## config.mk

```make
export PLATFORM = sky130hd
export DESIGN_NAME = serial_adder
export DESIGN_NICKNAME = d
export VERILOG_FILES = /design/src/rtl/serial_adder.sv
export SDC_FILE = /design/constraint.sdc
export NUM_CORES = 1
export LEC_CHECK = 0
export BUFFER_PORTS_ARGS = -buffer_cell sky130_fd_sc_hd__buf_2
export CORE_ASPECT_RATIO = 0.8
export CORE_MARGIN = 1
export CORE_UTILIZATION = 48
export CTS_CLUSTER_DIAMETER = 200
export DETAILED_ROUTE_END_ITERATION = 8
export PLACE_DENSITY = 0.75
export SYNTH_ARGS = -nofsm -noshare
export SYNTH_HDL_FRONTEND = slang
export SYNTH_SLANG_ARGS = --single-unit
```

## constraint.sdc

```tcl
create_clock -name clk -period 1.25 [get_ports clk]
set_input_delay 0.1875 -clock clk [delete_from_list [all_inputs] [get_ports clk]]
set_output_delay 0.1875 -clock clk [all_outputs]
set_load 0.05 [all_outputs]
```

## src/rtl/serial_adder.sv

```systemverilog
// Bit-serial adder: computes a + b + cin one bit per clock, LSB first, using two
// cascaded half-adder cells and a carry flip-flop behind a start/busy/done handshake.
module serial_adder #(
  parameter int WIDTH = 8
) (
  input  logic             clk,
  input  logic             rst,
  input  logic             start,
  input  logic [WIDTH-1:0] a,
  input  logic [WIDTH-1:0] b,
  input  logic             cin,
  output logic             busy,
  output logic             done,
  output logic [WIDTH-1:0] sum,
  output logic             cout
);

  localparam int CW = ($clog2(WIDTH + 1) < 1) ? 1 : $clog2(WIDTH + 1);

  typedef enum logic [1:0] {
    IDLE = 2'd0,
    RUN  = 2'd1,
    DONE = 2'd2
  } state_t;

  state_t           state, state_next;
  logic [WIDTH-1:0] sa, sb, ps, ps_next;
  logic             carry, carry_next;
  logic [CW-1:0]    cnt;
  logic             p, g1, s, g2;
  logic             last, accept;

  // NOTE: every signal written in this block gets a default first, so no path
  // through the case statement can leave a value held and infer a latch.
  always_comb begin
    p          = sa[0] ^ sb[0];
    g1         = sa[0] & sb[0];
    s          = p ^ carry;
    g2         = p & carry;
    carry_next = g1 | g2;
    // Shift the new sum bit in at the MSB; the concatenation keeps WIDTH=1 legal.
    ps_next    = WIDTH'({s, ps} >> 1);
    last       = (cnt == CW'(WIDTH - 1));
    accept     = 1'b0;
    state_next = state;
    case (state)
      IDLE: begin
        if (start) begin
          accept     = 1'b1;
          state_next = RUN;
        end
      end
      RUN: begin
        if (last) state_next = DONE;
      end
      DONE: begin
        if (start) begin
          accept     = 1'b1;
          state_next = RUN;
        end else begin
          state_next = IDLE;
        end
      end
      default: state_next = IDLE;
    endcase
  end

  // NOTE: state is updated with non-blocking assignments so every register
  // samples the pre-edge values, independent of block ordering.
  always_ff @(posedge clk) begin
    if (rst) state <= IDLE;
    else     state <= state_next;
  end

  // Reset clears the whole datapath, so an aborted operation leaves nothing behind.
  always_ff @(posedge clk) begin
    if (rst) begin
      sa    <= '0;
      sb    <= '0;
      ps    <= '0;
      carry <= 1'b0;
      cnt   <= '0;
      sum   <= '0;
      cout  <= 1'b0;
    end else if (accept) begin
      sa    <= a;
      sb    <= b;
      ps    <= '0;
      carry <= cin;
      cnt   <= '0;
    end else if (state == RUN) begin
      sa    <= sa >> 1;
      sb    <= sb >> 1;
      ps    <= ps_next;
      carry <= carry_next;
      cnt   <= cnt + 1'b1;
      if (last) begin
        sum  <= ps_next;
        cout <= carry_next;
      end
    end
  end

  assign busy = (state == RUN);
  assign done = (state == DONE);

endmodule
```

# After elaboration in Yosys (flattened, before gate mapping)
# Index checks and enable logic that the tools add are counted.
totals:
  ff_bits: 40
  input_bits: 20
  output_inout_bits: 11
  wordCells: 38
op_classes:
  n_addsub: 1
  eq_ne: 5
  muxes: 12
  n_bitwise: 6
  n_reduce_logical: 6
op_table:
  columns: ["operator", "n"]
  rows:
  - ["$mux 8", 4]
  - ["$pmux 2 s3", 1]
  - ["$mux 1", 5]
  - ["$add 4x1->4 const B", 1]
  - ["$eq 4x3->1 const B", 1]
  - ["$mux 2", 2]
  - ["$reduce_or 2->1", 2]
  - ["$reduce_and 3->1", 1]
  - ["$and 1x1->1", 2]
  - ["$eq 2x1->1 const B", 1]
  - ["$eq 2x2->1 const B", 1]
  - ["$logic_not 2->1", 1]
  - ["$ne 2x1->1 const B", 1]
  - ["$ne 2x2->1 const B", 1]
  - ["$reduce_and 2->1", 1]
  - ["$reduce_bool 2->1", 1]
  - ["$xor 1x1->1", 2]
  - ["$not 1->1", 1]
  - ["$or 1x1->1", 1]

# Logic depth before layout (Yosys ltp)
logic_depth:
  ltp_word: 5
  mapped_depth: 5
  mapped_depth_nobuf: 4

# Worst setup path before layout
# No wires, ideal clock.
synth_timing:
  kind: "register to register"
  start: "register state[1]"
  end: "register state[0]"
  setup_ps: 128
  t_arrival_ps: 1091
  t_required_ps: 1122
  path_slack_ps: 31
  path_stages_with_launch: 6
  n_path_buf: 1
  period_less_slack_ps: 1219
  cell_sequence: "dfxtp_1 > nand2b_1 > clkinv_1 > buf_2 > a21oi_1 > nor2_1"
synth_between:
  elab_chain_len: 3
synth_rtl:
  columns: ["item", "line", "rtl"]
  rows:
  - ["from (decl)", "26", "state_t state, state_next;"]
  - ["from (signal assigned)", "72", "else state <= state_next;"]
  - ["$eq 2x1->1 (*)", null, null]
  - ["named net busy", "12", "output logic busy,"]
  - ["$ne 2x1->1 (no source line)", null, null]
  - ["$reduce_and 2->1 (no source line)", null, null]
# The timed path passes the listed nets; every way through them passes the cells marked *.
# A chain may end at the register's enable or synchronous reset.

# Final worst setup path
layout_timing:
  start: "register state[1]"
  end: "output port done"
layout_between:
  elab_chain_len: 1
layout_rtl:
  columns: ["item", "line", "rtl"]
  rows:
  - ["$eq 2x2->1", "105", "assign done = (state == DONE);"]
  - ["to (decl)", "13", "output logic done,"]
# No other way between the ends.

==> qor.yml <==
status: "finished, final reports clean"
grt_max_degree: 24
slew_viol_final: 0
hold_start: "a[7]"
yosysMostFrequentCell: "nand2_1"
io_pins: 31
hpwl_um: 2120
clockBufferDepth: 2
drt_first_pass_iters: 4
grt_usage: 0.204
synthDistinctLibCells: 27
synth_flop_cell: "dfxtp_1"
cts.sinks: 39
insertion_delay_ns: 0.29
drc_errors: 0
power_leakage_nw: 0.763
worstPathRequired_ns: 1.06
ant_nets: 0
fin_nets: 243
irDropWorstVdd_v: 0.00129
max_slew.worst_pin.slew_ns: 0.358
power.density_mw_per_mm2: 1250
start_kind: "flip-flop"
postPlaceCellArea_mm2: 0.00183
post_drt_wl_per_cell_um: 12.1
hold_viol_final: 0
min_to: "sa[7]"
yosys.area.top_type: "dfxtp_1"
finalPower_mw: 2.47
setup_viol: 0
drt_wl_total_um: 3170
synthCells: 180
drt_iter0_markers: 102
worst_slack_ns: 0.0377
cts_buffers: 5
fin_area_mm2: 0.00198
fin_setup_tns_ns: 0
stdcell_count: 262
ys_ff_latch: 39
fp.dieH_um: 52.8
vias: 1352
synth_edf_count: 0
clk_pin_slew_ns: 0.08
rows: 18
grt_pass1_wl_um: 5070
holdPathStages: 3
fmax_mhz: 825
cts_root_buf: "clkbuf_8"
cp-end-kind: "primary output"
antenna_found_initial: 0
dieArea_mm2: 0.00346
syn_area_per_cell_um2: 8.60
viasPerCell: 5.16
synth_common_cells: "nand2_1 (46), dfxtp_1 (39), nor3_1 (16)"
synthArstFlopShare: 0
ys_seq_area_frac: 0.504
port_buffers: 30
place_congestion: 0.779
drive_gt1_frac: 0.284
timing.max_cap.violations: 0
place_ws_ns: 0.0186
core_mm2: 0.00309
reg2regPathDepth: 6
cp.arrival_ns: 1.02
initial_core_util: 0.502
slew_headroom: 0.761
htree_num_levels: 2
finalClockSkew_ns: 0.00643
syn-num-nets: 202
timing.rr.start: "cnt[1]"
grt_overflow: 0
critical_path_class: "reg -> out"
synth_top_area_frac: 0.504
cts_hold_buf: 0
critPathMaxFanout: 2
r2r-end: "state[0]"
netlist_area_mm2: 0.00155
die_w_um: 65.5
cts_tree: "done"
syn2layout_area_growth_pct: 27.9
first_global_vias: 1139
dp_cells: 253
ys_top_cells_by_area: "dfxtp_1 (50%), nand2_1 (11%), mux2i_1 (6.5%), nor3_1 (5.2%), a21oi_1 (4.5%)"
period_needed_ns: 1.21
hold_path.class: "in -> reg"
ys_warn_count: 0
n_antenna_cell: 0
grt_setup_unrepaired: "true"
final.period_utilization: 0.970
r2r_setup_slack_ns: 0.05
[power by group]
group	total [mW]	switching (mW)	internal, mW
logic	0.319	0.174	0.145
registers	1.34	0.0380	1.30
clock network	0.816	0.426	0.389
[state kept, by name (all words and copies together) (netlist names)]
signal	count
sum	8
cout	1
cnt	4
ps	7
sb	8
state	2
sa	8
carry	1
[layout by cell type, fill, tap and decap left out, types with 2 or more instances in the layout]
master / instances
buf_6: 3
nand2_1: 46
buf_4: 12
clkbuf_8: 5
a31oi_1: 5
a21oi_1: 13
o21ai_0: 6
clkinv_2: 2
o22ai_1: 7
nor2_1: 3
dfxtp_1: 35
buf_12: 3
nand3_1: 5
nand3b_1: 2
mux2i_1: 9
dfxtp_2: 3
buf_2: 28
a22oi_1: 3
nor3_1: 16
[stage by stage]
step / hold WS (ns) / util
final: 0.128 / 0.642
after floorplan: 0.267 / -
after detailed placement: 0.439 / 0.594
after CTS: 0.120 / 0.629
after global placement: 0.444 / 0.594
after global routing: 0.150 / 0.642
[what timing repair did]
action | 4_1_cts | 5_1_grt
endpoints found under the hold margin | 0 | 0
setup endpoints to repair | 3 | 11
pin swaps | 1 | 1
resized for setup | 7 | 9
setup buffers | 0 | 1
[kinds of logic (layout without fill, tap and decap cells)]
| family | after synthesis | count (layout) | synth area share |
|---|---|---|---|
| AND/OR/NAND/NOR | 78 | 78 | 0.225 |
| flip-flops | 39 | 39 | 0.504 |
| AO/OA/AOI/OAI | 35 | 35 | 0.128 |
| buffers and inverters | 14 | 56 | 0.0461 |
| multiplexers | 10 | 10 | 0.0647 |
| adder cells (fa/ha/maj) | 2 | 2 | 0.0210 |
| XOR/XNOR | 2 | 2 | 0.0113 |
[critical path, stage by stage (launching register included)]
cell	delay, ns
dfxtp_2	0.33
buf_6	0.11
and2b_1	0.15
buf_6	0.15
[cell type report]
type	count	area [um^2]
inverters	2	8.76
clock buffers	6	72.6
fillers	263	1110
clock inverters	2	12.5
well taps	40	50.0
flip-flops and latches	39	788
repair buffers	46	324
multi-input cells	127	723
[worst max path at each step]
stage	startpoint	end	slack, ns	cells after the start
global placement	cnt[1]	sum[0]	0.06	5
finish	state[1]	done	0.04	3
global route	state[1]	done	-0.008	3
floorplan	state[1]	state[0]	0.03	5
detailed placement	cnt[1]	sum[1]	0.02	5
CTS	state[1]	done	-0.001	3
[per-layer routing]
metal | track usage | routed length [um] | share of wire
met5 | 0 | 0 | 0
met2 | 0.302 | 1370 | 0.43
met4 | 0.0761 | 10 | 0.0032
met1 | 0.263 | 1630 | 0.51
met3 | 0.0848 | 162 | 0.051
Note: power is estimated with default switching activity, not from simulation.
